[src/rtl/gt_pkg.sv]
// Shared definitions for the GT link watchdog and its status register map.
// Holds the state encoding, the retry counter width and a saturating increment helper.
package gt_pkg;

    localparam int unsigned StateWidth = 3;
    localparam int unsigned RetryWidth = 8;

    // Encoding is visible on the state status output; keep values stable.
    typedef enum logic [StateWidth-1:0] {
        StIdle      = 3'd0,
        StReq       = 3'd1,
        StWaitDone  = 3'd2,
        StWaitAlign = 3'd3,
        StUp        = 3'd4,
        StBackoff   = 3'd5,
        StFail      = 3'd6
    } gt_state_e;

    function automatic logic [RetryWidth-1:0] retry_inc(input logic [RetryWidth-1:0] v);
        return (v == '1) ? v : v + RetryWidth'(1);
    endfunction

endpackage

[src/rtl/gt_link_watchdog_if.sv]
// Status/control bundle between the GT link watchdog and its surroundings.
//   slave  : the watchdog (consumes start/sequencer status/aligned, drives request and status)
//   master : the environment (sequencer, link logic, status register)
interface gt_link_watchdog_if;
    import gt_pkg::*;

    logic                  start;
    logic                  resetdone;
    logic                  resetdonestrobe;
    logic                  aligned;
    logic                  resetreq;
    logic                  linkup;
    logic                  linkupstrobe;
    logic                  failed;
    logic [RetryWidth-1:0] retrycnt;
    logic [StateWidth-1:0] state;

    modport slave (
        input  start, resetdone, resetdonestrobe, aligned,
        output resetreq, linkup, linkupstrobe, failed, retrycnt, state
    );

    modport master (
        output start, resetdone, resetdonestrobe, aligned,
        input  resetreq, linkup, linkupstrobe, failed, retrycnt, state
    );

endinterface

[src/rtl/gt_link_runcnt.sv]
// Saturating run/timer counter with synchronous clear and count enable.
//   clk_i, rst_ni : clock, asynchronous active-low reset
//   clr_i         : force count to zero next cycle (wins over en_i)
//   en_i          : count this cycle
//   term_i        : terminal count
//   hit_o         : this enabled cycle brings the count to term_i
module gt_link_runcnt #(
    parameter int unsigned CNTWIDTH = 16
) (
    input  logic                clk_i,
    input  logic                rst_ni,
    input  logic                clr_i,
    input  logic                en_i,
    input  logic [CNTWIDTH-1:0] term_i,
    output logic                hit_o
);

    logic [CNTWIDTH-1:0] cnt_q, cnt_d, cnt_inc;

    assign cnt_inc = (cnt_q == '1) ? cnt_q : cnt_q + CNTWIDTH'(1);

    // Independent of clr_i so the FSM can use it to choose its next state.
    assign hit_o = en_i && (cnt_inc == term_i);

    always_comb begin
        cnt_d = cnt_q;
        if (clr_i) begin
            cnt_d = '0;
        end else if (en_i) begin
            cnt_d = cnt_inc;
        end
    end

    always_ff @(posedge clk_i or negedge rst_ni) begin
        if (!rst_ni) begin
            cnt_q <= '0;
        end else begin
            cnt_q <= cnt_d;
        end
    end

endmodule

[src/rtl/gt_link_watchdog.sv]
// GT link bring-up watchdog: drives the reset sequencer request, waits for its done strobe,
// qualifies link alignment, declares link-up and retries with backoff on timeout or loss.
//   stableclk : free-running stable clock
//   resetn    : asynchronous active-low reset
//   bus_io    : start/resetdone/resetdonestrobe/aligned in;
//               resetreq/linkup/linkupstrobe/failed/retrycnt/state out (all registered)
module gt_link_watchdog
    import gt_pkg::*;
#(
    parameter int unsigned REQLENGTH    = 4,
    parameter int unsigned DONETIMEOUT  = 65535,
    parameter int unsigned ALIGNTIMEOUT = 65535,
    parameter int unsigned STABLELENGTH = 1024,
    parameter int unsigned LOSSLENGTH   = 16,
    parameter int unsigned BACKOFF      = 4096,
    parameter int unsigned MAXRETRY     = 8,
    parameter int unsigned CNTWIDTH     = 16
) (
    input  logic               stableclk,
    input  logic               resetn,
    gt_link_watchdog_if.slave  bus_io
);

    localparam logic [CNTWIDTH-1:0]   ReqTerm     = CNTWIDTH'(REQLENGTH);
    localparam logic [CNTWIDTH-1:0]   DoneTerm    = CNTWIDTH'(DONETIMEOUT);
    localparam logic [CNTWIDTH-1:0]   AlignTerm   = CNTWIDTH'(ALIGNTIMEOUT);
    localparam logic [CNTWIDTH-1:0]   StableTerm  = CNTWIDTH'(STABLELENGTH);
    localparam logic [CNTWIDTH-1:0]   LossTerm    = CNTWIDTH'(LOSSLENGTH);
    localparam logic [CNTWIDTH-1:0]   BackoffTerm = CNTWIDTH'(BACKOFF);
    localparam logic [RetryWidth-1:0] MaxRetry    = RetryWidth'(MAXRETRY);

    gt_state_e             state_q, state_d;
    logic [RetryWidth-1:0] retry_q, retry_d;
    logic                  start_q;
    logic                  resetreq_q, linkup_q, linkupstrobe_q, failed_q;

    logic                  timer_clr, timer_hit;
    logic [CNTWIDTH-1:0]   timer_term;
    logic                  run_clr, run_en, run_hit;
    logic                  loss_clr, loss_en, loss_hit;
    logic                  retry_now;

    // Terminal count for the shared state timer depends on which state is being timed.
    always_comb begin
        timer_term = ReqTerm;
        case (state_q)
            StWaitDone:  timer_term = DoneTerm;
            StWaitAlign: timer_term = AlignTerm;
            StBackoff:   timer_term = BackoffTerm;
            default:     timer_term = ReqTerm;
        endcase
    end

    gt_link_runcnt #(
        .CNTWIDTH (CNTWIDTH)
    ) u_timer (
        .clk_i  (stableclk),
        .rst_ni (resetn),
        .clr_i  (timer_clr),
        .en_i   (1'b1),
        .term_i (timer_term),
        .hit_o  (timer_hit)
    );

    assign run_en  = (state_q == StWaitAlign) && bus_io.aligned;
    assign run_clr = (state_q != StWaitAlign) || !bus_io.aligned;

    gt_link_runcnt #(
        .CNTWIDTH (CNTWIDTH)
    ) u_run (
        .clk_i  (stableclk),
        .rst_ni (resetn),
        .clr_i  (run_clr),
        .en_i   (run_en),
        .term_i (StableTerm),
        .hit_o  (run_hit)
    );

    assign loss_en  = (state_q == StUp) && !bus_io.aligned;
    assign loss_clr = (state_q != StUp) || bus_io.aligned;

    gt_link_runcnt #(
        .CNTWIDTH (CNTWIDTH)
    ) u_loss (
        .clk_i  (stableclk),
        .rst_ni (resetn),
        .clr_i  (loss_clr),
        .en_i   (loss_en),
        .term_i (LossTerm),
        .hit_o  (loss_hit)
    );

    always_comb begin
        state_d   = state_q;
        retry_d   = retry_q;
        retry_now = 1'b0;
        timer_clr = 1'b0;

        if (start_q) begin
            // A (re)start overrides any same-cycle timeout, loss or strobe.
            state_d   = StReq;
            retry_d   = '0;
            timer_clr = 1'b1;
        end else begin
            case (state_q)
                StIdle: ;
                StReq: begin
                    if (timer_hit) state_d = StWaitDone;
                end
                StWaitDone: begin
                    // Only the strobe counts; the done level may be stale from a prior attempt.
                    if (bus_io.resetdonestrobe) state_d = StWaitAlign;
                    else if (timer_hit)         retry_now = 1'b1;
                end
                StWaitAlign: begin
                    if (run_hit) begin
                        state_d = StUp;
                        retry_d = '0;
                    end else if (timer_hit) begin
                        retry_now = 1'b1;
                    end
                end
                StUp: begin
                    if (loss_hit) retry_now = 1'b1;
                end
                StBackoff: begin
                    if (timer_hit) state_d = StReq;
                end
                StFail: ;
                default: state_d = StIdle;
            endcase

            if (retry_now) begin
                if (retry_q == MaxRetry) begin
                    state_d = StFail;
                end else begin
                    state_d = StBackoff;
                    retry_d = retry_inc(retry_q);
                end
            end
        end

        if (state_d != state_q) timer_clr = 1'b1;
    end

    always_ff @(posedge stableclk or negedge resetn) begin
        if (!resetn) begin
            state_q        <= StIdle;
            retry_q        <= '0;
            start_q        <= 1'b0;
            resetreq_q     <= 1'b0;
            linkup_q       <= 1'b0;
            linkupstrobe_q <= 1'b0;
            failed_q       <= 1'b0;
        end else begin
            state_q        <= state_d;
            retry_q        <= retry_d;
            start_q        <= bus_io.start;
            // Outputs decode the next state so they line up with state_q.
            resetreq_q     <= (state_d == StReq);
            linkup_q       <= (state_d == StUp);
            linkupstrobe_q <= (state_d == StUp) && (state_q != StUp);
            failed_q       <= (state_d == StFail);
        end
    end

    assign bus_io.resetreq     = resetreq_q;
    assign bus_io.linkup       = linkup_q;
    assign bus_io.linkupstrobe = linkupstrobe_q;
    assign bus_io.failed       = failed_q;
    assign bus_io.retrycnt     = retry_q;
    assign bus_io.state        = state_q;

endmodule

[src/flat_wrapper.sv]
// flat-port wrapper written by rule: the top's interface ports become plain ports
module gt_link_watchdog_flat import gt_pkg::*;
#(
    parameter int unsigned REQLENGTH    = 4,
    parameter int unsigned DONETIMEOUT  = 65535,
    parameter int unsigned ALIGNTIMEOUT = 65535,
    parameter int unsigned STABLELENGTH = 1024,
    parameter int unsigned LOSSLENGTH   = 16,
    parameter int unsigned BACKOFF      = 4096,
    parameter int unsigned MAXRETRY     = 8,
    parameter int unsigned CNTWIDTH     = 16
)
  (stableclk, resetn, bus_io_start, bus_io_resetdone, bus_io_resetdonestrobe, bus_io_aligned, bus_io_resetreq, bus_io_linkup, bus_io_linkupstrobe, bus_io_failed, bus_io_retrycnt, bus_io_state);
  gt_link_watchdog_if bus_io_i ();
  input  logic stableclk;
  input  logic resetn;
  input wire logic [$bits(bus_io_i.start)-1:0] bus_io_start;
  input wire logic [$bits(bus_io_i.resetdone)-1:0] bus_io_resetdone;
  input wire logic [$bits(bus_io_i.resetdonestrobe)-1:0] bus_io_resetdonestrobe;
  input wire logic [$bits(bus_io_i.aligned)-1:0] bus_io_aligned;
  output wire logic [$bits(bus_io_i.resetreq)-1:0] bus_io_resetreq;
  output wire logic [$bits(bus_io_i.linkup)-1:0] bus_io_linkup;
  output wire logic [$bits(bus_io_i.linkupstrobe)-1:0] bus_io_linkupstrobe;
  output wire logic [$bits(bus_io_i.failed)-1:0] bus_io_failed;
  output wire logic [$bits(bus_io_i.retrycnt)-1:0] bus_io_retrycnt;
  output wire logic [$bits(bus_io_i.state)-1:0] bus_io_state;
  assign bus_io_i.start = bus_io_start;
  assign bus_io_i.resetdone = bus_io_resetdone;
  assign bus_io_i.resetdonestrobe = bus_io_resetdonestrobe;
  assign bus_io_i.aligned = bus_io_aligned;
  assign bus_io_resetreq = bus_io_i.resetreq;
  assign bus_io_linkup = bus_io_i.linkup;
  assign bus_io_linkupstrobe = bus_io_i.linkupstrobe;
  assign bus_io_failed = bus_io_i.failed;
  assign bus_io_retrycnt = bus_io_i.retrycnt;
  assign bus_io_state = bus_io_i.state;
  gt_link_watchdog #(.REQLENGTH(REQLENGTH), .DONETIMEOUT(DONETIMEOUT), .ALIGNTIMEOUT(ALIGNTIMEOUT), .STABLELENGTH(STABLELENGTH), .LOSSLENGTH(LOSSLENGTH), .BACKOFF(BACKOFF), .MAXRETRY(MAXRETRY), .CNTWIDTH(CNTWIDTH)) u_core (.stableclk(stableclk), .resetn(resetn), .bus_io(bus_io_i));
endmodule
[config.mk]
export PLATFORM = sky130hd
export DESIGN_NAME = gt_link_watchdog_flat
export DESIGN_NICKNAME = d
export VERILOG_FILES = /design/src/rtl/gt_pkg.sv /design/src/rtl/gt_link_watchdog_if.sv /design/src/rtl/gt_link_runcnt.sv /design/src/rtl/gt_link_watchdog.sv /design/src/flat_wrapper.sv
export SDC_FILE = /design/constraint.sdc
export NUM_CORES = 1
export LEC_CHECK = 0
export BUFFER_PORTS_ARGS = -buffer_cell sky130_fd_sc_hd__buf_2
export CAP_MARGIN = 20
export CORE_ASPECT_RATIO = 0.75
export CORE_UTILIZATION = 44
export DETAILED_ROUTE_END_ITERATION = 7
export SLEW_MARGIN = 0
export SYNTH_ARGS = -nofsm -noshare
export SYNTH_HDL_FRONTEND = slang
export SYNTH_SLANG_ARGS = --single-unit
[constraint.sdc]
create_clock -name stableclk -period 3.3 [get_ports stableclk]
set_input_delay 0.495 -clock stableclk [delete_from_list [all_inputs] [get_ports stableclk]]
set_output_delay 0.495 -clock stableclk [all_outputs]
set_load 0.02 [all_outputs]
### Word-level counts from Yosys, hierarchy flattened

Cells that the tools add are included.

* add/sub/neg operators: 4
* equal/unequal tests: 21
* mux-type cells: 31
* reduce and logical (&&, ||, !) cells: 13

Operator list (number)
* $mux 16: 8
* $add 16x1->16 const B: 3
* $eq 16x16->1 const B: 3
* $mux 8: 6
* $pmux 16 s2: 1
* $mux 3: 6
* $eq 16x11->1 const B: 1
* $eq 16x16->1: 1
* $eq 16x5->1 const B: 1
* $eq 3x3->1 const B: 5
* $pmux 3 s5: 1
* $add 8x1->8 const B: 1
* $eq 8x4->1 const B: 1
* $eq 8x8->1 const B: 1
* $mux 1: 7
* $eq 3x1->1 const B: 2
* $eq 3x2->1 const B: 2
* $logic_and 1x1->1: 5
* $ne 4x2->1 const B: 1
* $reduce_bool 2->1: 2
* $logic_not 3->1: 1
* $ne 3x2->1 const B: 1
* $ne 3x3->1: 1
* $ne 3x3->1 const B: 1
* other kinds (6): 7

* register bits: 64
* input bits: 6
* output and inout port bits: 15
* logic and storage cells: 79

### Depth between registers and ports, before layout

Gate-level depths: netlist of the first run.

* word-level depth: 13
* depth in mapped cells: 13
* mapped depth without buffers: 11

### Modules after synthesis

Synthesis of the first run repeated with hierarchy kept, for this count alone.

* cell total of the unflattened synthesis: 674
* area, all modules: 5724.2 um^2

Modules (own cells, without submodules)
* gt_link_runcnt at u_core.u_run ...: times used 2, cells each 185, area an instance 1547.7 um^2, seq. area each 400.4 um^2
* gt_link_runcnt at u_core.u_loss: times used 1, cells each 181, area an instance 1597.8 um^2, seq. area each 400.4 um^2
* gt_link_watchdog: times used 1, cells each 123, area an instance 1031.0 um^2, seq. area each 400.4 um^2

### Least setup slack after synthesis of the first run

No wires, ideal clock.

* kind: register to register
* start point: register u_core.u_timer.cnt_q[0]
* end point: register u_core.u_timer.cnt_q[5]
* library setup time: 141 ps
* data arrival time: 3247 ps
* data required time: 3159 ps
* path slack: -88 ps
* stages on the path, launching flop included: 13
* path buffers: 2
* period minus slack after synthesis: 3388 ps
* cells stage by stage: dfrtp_1 -> buf_2 -> nand4_1 -> or3_4 -> or3_1 -> a2111o_1 -> mux2i_2 -> nand4_4 -> o221a_4 -> o31a_1 -> nor2_2 -> buf_6 -> nor3_1

* longest elaborated chain between the ends: 12
* elaborated cells between the ends (all ways): 17
* those cells by class: add/sub: 1; eq/ne: 3; mux: 13

RTL lines
* from (decl): RTL line gt_link_runcnt.sv:18 `logic [CNTWIDTH-1:0] cnt_q, cnt_d, cnt_inc;`
* from (signal assigned): RTL line gt_link_runcnt.sv:38 `cnt_q <= cnt_d;`
* $add 16x1->16 or $eq 16x16->1 (tied branches): RTL line gt_link_runcnt.sv:20 `assign cnt_inc = (cnt_q == '1) ? cnt_q : cnt_q + CNTWIDTH'(1);`
* $mux 16 *: RTL line gt_link_runcnt.sv:20
* $eq 16x16->1: RTL line gt_link_runcnt.sv:23 `assign hit_o = en_i && (cnt_inc == term_i);`
* $mux 1: RTL line gt_link_watchdog.sv:113, gt_link_watchdog.sv:119
* $mux 1, on equally long branches: RTL line gt_link_watchdog.sv:116, gt_link_watchdog.sv:112
* $pmux 1 s3: RTL line gt_link_watchdog.sv:105 `case (state_q)`
* $mux 1: RTL line gt_link_watchdog.sv:99 `if (start_q) begin`
* $mux 3: RTL line gt_link_watchdog.sv:133 `if (retry_now) begin`
* $mux 3: RTL line gt_link_watchdog.sv:99
* $ne 3x3->1: RTL line gt_link_watchdog.sv:143 `if (state_d != state_q) timer_clr = 1'b1;`
* $mux 1: RTL line gt_link_watchdog.sv:143
* $mux 16 *: RTL line gt_link_runcnt.sv:27 `if (clr_i) begin`
* net u_core.u_timer.cnt_d[5]: RTL line gt_link_runcnt.sv:18

Mark *: on every way through the listed nets, which the timed path passes. The rest lies on a longest branch. The select of a mux whose other input is x is not followed.
A chain may end at the register's enable or synchronous reset.

### Final worst setup path of the first run

* start point: register u_core.u_timer.cnt_q[13]
* end point: register u_core.u_timer.cnt_q[13]

Same word-level chain as after synthesis.

==> results of run 1 <==
## registers in the layout, indices dropped and copies added, names as in the netlist
name                        flops
u_core.bus_io.linkupstrobe      1
u_core.start_q                  1
u_core.bus_io.state             3
u_core.bus_io.failed            1
u_core.u_timer.cnt_q           16
u_core.bus_io.linkup            1
u_core.u_run.cnt_q             16
u_core.bus_io.retrycnt          8
u_core.bus_io.resetreq          1
u_core.u_loss.cnt_q            16
## cells by family after synthesis
kind of cell,Yosys count
mux,18
fa+ha+maj,5
simple gates,245
compound gates,87
xor+xnor,28
flops,64
buf+inv,32
## layout make-up
class                      count  area, um^2
clock inverter                 6       37.54
inverter                      14       52.55
tap                          128       160.2
timing repair buffer         112       813.3
sequential                    64        1605
fill                         797        3591
multi-input combinational    383        2674
clock buffer                   9       225.2
## cells in the mapped netlist (13+ instances only)
library cell,number,area share (%)
dfrtp_1,64,38
a21oi_1,15,1.8
nand3_1,27,3.2
o21ai_0,20,2.4
xnor2_1,16,3.3
nor3_1,20,2.4
clkbuf_1,13,1.2
nor4_1,16,2.4
nand4_1,24,3.6
nand2_1,41,3.6
inv_1,14,1.2
mux2i_1,14,3.3
nor2_1,47,4.2
## per-layer routing
metal | part of all wire (%) | vias to the layer above
met4 | 1.2 | 0
met3 | 5.0 | 15
met5 | 0 | -
met2 | 45 | 125
li1 | - | 2003
met1 | 48 | 2036
## what timing repair did
action / CTS / global route
setup endpoints to repair: 24 / 29
setup buffers: 4 / 10
gates resized for setup: 10 / 30
pin swaps: 3 / 10
endpoints found under the hold margin: 0 / 0
## report_power, final
group	internal [mW]	switching (mW)
Clock	0.499	0.363
Sequential	0.812	0.0330
Combinational	0.289	0.335
## path summary, 6_finish.rpt
kind / startpoint / end / slack (ps) / cells after the start
max reg2reg: u_core.u_timer.cnt_q[13] / u_core.u_timer.cnt_q[13] / -50 / 14
min: bus_io_start / u_core.start_q / 270 / 1
max in group asynchronous: resetn / u_core.u_timer.cnt_q[0] / 2390 / 2
min reg2reg: u_core.u_loss.cnt_q[1] / u_core.u_loss.cnt_q[1] / 590 / 2
min in group asynchronous: resetn / u_core.u_run.cnt_q[2] / 330 / 2
max: u_core.u_timer.cnt_q[13] / u_core.u_timer.cnt_q[13] / -50 / 14
## worst reg2reg max path, cell delays in order (launching register included)
cell and delay, ps:
dfrtp_1 350, nand4_1 240, nor4_2 440, buf_4 180
buf_4 100, or3_1 110, nand3b_1 120, o31ai_2 230
buf_4 180, nand4_4 120, o221a_4 320, a2111oi_4 400
nor2_4 60, buf_12 160, nor4b_4 250
## layout by cell type, fill, tap and decap left out, types with 13 or more instances in the layout
cell type	n
a21oi_1	15
buf_2	19
buf_4	90
dfrtp_1	61
inv_1	14
mux2i_1	13
nand2_1	40
nand3_1	26
nand4_1	24
nor2_1	45
nor3_1	17
o21ai_0	17
xnor2_1	16
## through the flow
stage               hold WS [ps]  worst slack (ps)  total power [mW]  instances  TNS, ps
detailed placement         572.4            -118.3             1.400        688   -922.8
floorplan                  199.4             11.22             1.181        479        0
global placement           565.3            -173.4             1.392        688    -2030
finish                     266.7            -47.67             2.332        716   -58.65
global route               260.7            -243.5             2.447        716    -3493
CTS                        263.0            -55.12             2.308        706   -121.5
==> results.sh, run 1 <==
export IMPL_design_area_um2=5568
export IMPL_synthMuxAreaShare_pct=4.448
export IMPL_synth_cell_type_count=63
export IMPL_die_w_um=115.1
export IMPL_worst_slew_pin_slew_ps=819.3
export IMPL_cts_max_path_buffers=2
export IMPL_cp_end_kind="flip-flop"
export IMPL_critPathMaxStageDelay_ps=440
export IMPL_cts_buffers=9
export IMPL_hold_path_class="input pin to flip-flop"
export IMPL_crit_fanout=16
export IMPL_synthCells=479
export IMPL_gr_usage_all_layers_pct=24.16
export IMPL_clkTransAtPathRegs_ps=60
export IMPL_async_reset_ff_share_pct=100.0
export IMPL_globalplace_congestion=0.8747
export IMPL_grt_busiest_layer="met2"
export IMPL_synth_edf_count=0
export IMPL_core_area_um2=9159
export IMPL_synth_main_ff_cell="dfrtp_1"
export IMPL_first_pass_iters=4
export IMPL_synth_nets=490
export IMPL_outcome="complete, but fails checks"
export IMPL_final_util_pct=60.79
export IMPL_synth_seq_cells=64
export IMPL_drc_errors=0
export IMPL_syn_area_per_cell_um2=8.808
export IMPL_synth_top_family_by_area="simple AND/OR/NAND/NOR gates"
export IMPL_slew_violations=0
export IMPL_dieArea_um2=9989
export IMPL_drive_gt1_share_pct=31.12
export IMPL_min_period_ps=3348
export IMPL_synth_xor_area_share_pct=5.813
export IMPL_vias=4179
export IMPL_grt_max_degree=65
export IMPL_port_buffers=19
export IMPL_cp_cell_sequence="nand4_1, nor4_2, buf_4, buf_4, or3_1, nand3b_1, o31ai_2, buf_4, nand4_4, o221a_4, a2111oi_4, nor2_4, buf_12, nor4b_4"
export IMPL_cts_tree="built"
export IMPL_yosysWarnings=0
export IMPL_grt_pass1_wl_um=18690
export IMPL_fin_crit_sh_pct=101.4
export IMPL_cpMaxStageDelayCell="nor4_2"
export IMPL_finClkSkew_ps=8.227
export IMPL_viasPerCell=5.837
export IMPL_slew_headroom_pct=45.38
export IMPL_fmax_mhz=298.7
export IMPL_syn_area_um2=4219
export IMPL_hold_buffers=0
export IMPL_wirelength_um=11610
export IMPL_io_pins=21
export IMPL_peakVddDrop_v=0.0002859
export IMPL_post_dp_hpwl_um=7935
export IMPL_first_global_vias=3878
export IMPL_synthAdderAreaFrac_pct=1.483
export IMPL_clock_sinks=64
export IMPL_maxCapViolCount=0
export IMPL_placed_area_um2=5019
export IMPL_start_util_pct=46.07
export IMPL_globalRouteMet1Util_pct=33.39
export IMPL_gr_total_overflow=0
export IMPL_crit_family="simple AND/OR/NAND/NOR gates"
export IMPL_arrival_ps=3600
export IMPL_rows=30
export IMPL_h_tree_depth=3
export IMPL_wire_per_inst_um=16.22
export IMPL_area_growth_pct=31.97
export IMPL_setup_ws_ps=-47.67
export IMPL_synth_compound_area_share_pct=14.92
export IMPL_critPathKind="flip-flop to flip-flop"
export IMPL_drtAntennaViolNets=0
export IMPL_final_nets=595
export IMPL_grt_util_met3_pct=5.594
export IMPL_violations="setup timing"
export IMPL_final_setup_viol_count=4
export IMPL_antenna_found_initial=0
export IMPL_cellPowerDensity_nw_per_um2=418.8
export IMPL_p_leak_nw=2.237
export IMPL_clock_latency_ps=340
export IMPL_yosys_area_share_simple_pct=32.24
export IMPL_die_h_um=86.81
export IMPL_timing_hold_violations_final=0
export IMPL_antenna_cells=0
export IMPL_cpMostUsedCell="buf_4"
export IMPL_dr_first_iter_drc_count=222
export IMPL_yosysSeqAreaShare_pct=37.96
export IMPL_rsz0062_at_grt="true"
export IMPL_start_kind="flip-flop"
export IMPL_met2_usage_pct=37.19
export IMPL_cts_root_buf="clkbuf_16"
export IMPL_cp_required_ps=3550
export IMPL_cp_buffers_inverters=4
Note: power is estimated with default switching activity, not from simulation.
==> inputs of run 2 (changes only) <==
clock period = 2.8 ns   (was 3.3 ns; I/O delays follow)
==> run 2 against run 1 <==
  * The flow still finishes with violations (setup timing)
  * Clock power up 26%
  * Setup slack worse by 510 ps
  * Clock skew down 3.4 ps
  * Final cell count up 12%
  * Combinational power up 56%
  * Fmax down 0.36%
  * Die area unchanged
  * Critical path depth up 1
==> results.sh, run 2 (synthesis results as in run 1) <==
export IMPL_outcome="complete, but fails checks"
export IMPL_violations="setup timing"
export IMPL_h_tree_depth=3
export IMPL_dp_cells=761
export IMPL_fin_cells=803
export IMPL_worst_slew_pin_slew_ps=734.3
export IMPL_wirelength_um=13850
export IMPL_dieArea_um2=9989
export IMPL_wire_per_inst_um=17.25
export IMPL_rows=30
export IMPL_first_pass_iters=5
export IMPL_cts_root_buf="clkbuf_16"
export IMPL_timing_hold_violations_final=0
export IMPL_routed_top_layer="met4"
export IMPL_regArea_um2=1602
export IMPL_slew_violations=0
export IMPL_setup_ws_ps=-559.9
export IMPL_p_total_mw=3.061
export IMPL_fin_crit_sh_pct=120.0
export IMPL_vias=4655
export IMPL_fillers=693
export IMPL_fmax_mhz=297.6
export IMPL_final_setup_viol_count=31
export IMPL_clkTransAtPathRegs_ps=50
export IMPL_top_regs="u_core.u_loss.cnt_q (16), u_core.u_run.cnt_q (16), u_core.u_timer.cnt_q (16)"
export IMPL_cts_max_path_buffers=2
export IMPL_p_leak_nw=2.835
export IMPL_rsz0062_at_grt="true"
export IMPL_gr_total_overflow=0
export IMPL_grt_pass1_wl_um=22090
export IMPL_wl_met2_um=6300
export IMPL_maxCapViolCount=0
export IMPL_worst_hold_slack_ps=146.0
export IMPL_io_pins=21
export IMPL_placed_area_um2=5584
export IMPL_cts_tree="built"
export IMPL_cp_end_kind="flip-flop"
export IMPL_gr_usage_all_layers_pct=28.82
export IMPL_slew_headroom_pct=51.05
export IMPL_clock_sinks=64
export IMPL_cts_buffers=9
export IMPL_cellPowerDensity_nw_per_um2=467.7
export IMPL_hold_buffers=0
export IMPL_globalplace_congestion=0.8946
export IMPL_die_w_um=115.1
export IMPL_multiInputGateArea_um2=2890
export IMPL_antenna_cells=0
export IMPL_layout_commonest_cell="buf_4"
export IMPL_post_dp_hpwl_um=9284
export IMPL_peakVddDrop_v=0.0004563
export IMPL_cp_required_ps=3040
export IMPL_design_area_um2=6544
export IMPL_drtAntennaViolNets=0
export IMPL_hold_path_class="input pin to async pin"
export IMPL_viasPerCell=5.797
export IMPL_port_buffers=19
export IMPL_dr_first_iter_drc_count=278
export IMPL_first_global_vias=4421
export IMPL_met3_length_um=981
export IMPL_arrival_ps=3600
export IMPL_wl_met1_um=6344
export IMPL_crit_fanout=8
export IMPL_drc_errors=0
export IMPL_final_cell_mix="158 x buf_4, 64 x dfrtp_1, 43 x nor2_1, 37 x nand2_1"
export IMPL_area_growth_pct=55.10
export IMPL_min_period_ps=3360
export IMPL_critPathKind="flip-flop to flip-flop"
export IMPL_die_h_um=86.81
export IMPL_core_area_um2=9159
export IMPL_final_nets=681
export IMPL_grt_max_degree=36
export IMPL_drive_gt1_share_pct=42.81
export IMPL_clock_latency_ps=340
export IMPL_antenna_found_initial=0
export IMPL_start_kind="flip-flop"
export IMPL_finClkSkew_ps=4.848
export IMPL_start_util_pct=46.07
[run 2: path summary, 6_finish.rpt]
| check | cells after the start | to | slack [ps] | from |
|---|---|---|---|---|
| setup / recovery | 15 | u_core.u_timer.cnt_q[6] | -560 | u_core.u_timer.cnt_q[1] |
| hold / removal | 1 | u_core.u_run.cnt_q[11] | 150 | resetn |
| setup reg to reg | 15 | u_core.u_timer.cnt_q[6] | -560 | u_core.u_timer.cnt_q[1] |
| hold reg to reg | 1 | u_core.bus_io.retrycnt[3] | 580 | u_core.bus_io.retrycnt[3] |
| max in group asynchronous | 2 | u_core.bus_io.retrycnt[6] | 2010 | resetn |
| min in group stableclk | 1 | u_core.start_q | 190 | bus_io_start |
[run 2: per-stage QoR]
step | setup TNS (ps) | setup WS [ps] | util, %
2_1_floorplan | -9421 | -480.9 | -
3_5_place_dp | -15240 | -697.7 | 60.97
4_1_cts | -10690 | -474.6 | 67.86
6_report | -13620 | -559.9 | 71.45
5_1_grt | -18090 | -766.7 | 71.45
3_3_place_gp | -10600 | -465.0 | 60.97
[run 2: repair_timing]
| action | in CTS | in global routing |
|---|---|---|
| setup endpoints to repair | 31 | 31 |
| pin swaps | 25 | 11 |
| endpoints found under the hold margin | 0 | 0 |
| buffers inserted | 17 | 12 |
| gates resized for setup | 53 | 43 |
| cloned | 0 | 1 |
[run 2: worst max-delay path, stage by stage, from the launching register on]
cell and delay [ps]:
dfrtp_1 430, ha_4 180, nand4_1 160, buf_4 200
nor3_2 160, mux2i_1 390, mux2i_1 290, o31ai_2 120
nand4_4 120, buf_6 140, buf_12 100, o21ai_4 70
a2111oi_4 400, nor2_4 90, clkbuf_16 190, nor4b_4 220
[run 2: power breakdown]
group	leakage [nW]	internal [mW]	switching (mW)
sequential	0.880	0.954	0.0342
combinational	1.81	0.478	0.501
clock	0.140	0.685	0.409
total	2.83	2.12	0.944
[run 2: per-layer routing]
layer	vias up	GRT usage (%)
met5	-	0
li1	2184	-
met4	0	9.563
met1	2259	40.74
met2	188	44.36
met3	24	5.385
[run 2: area by class of cell]
| cell class | count | share of cell area (%) |
|---|---|---|
| clock inverter | 4 | 0.6883 |
| clock buffer | 12 | 3.614 |
| multi-input combinational | 383 | 44.17 |
| inverter | 14 | 0.8031 |
| sequential | 64 | 24.47 |
| tap | 128 | 2.447 |
| timing repair buffer | 198 | 23.80 |
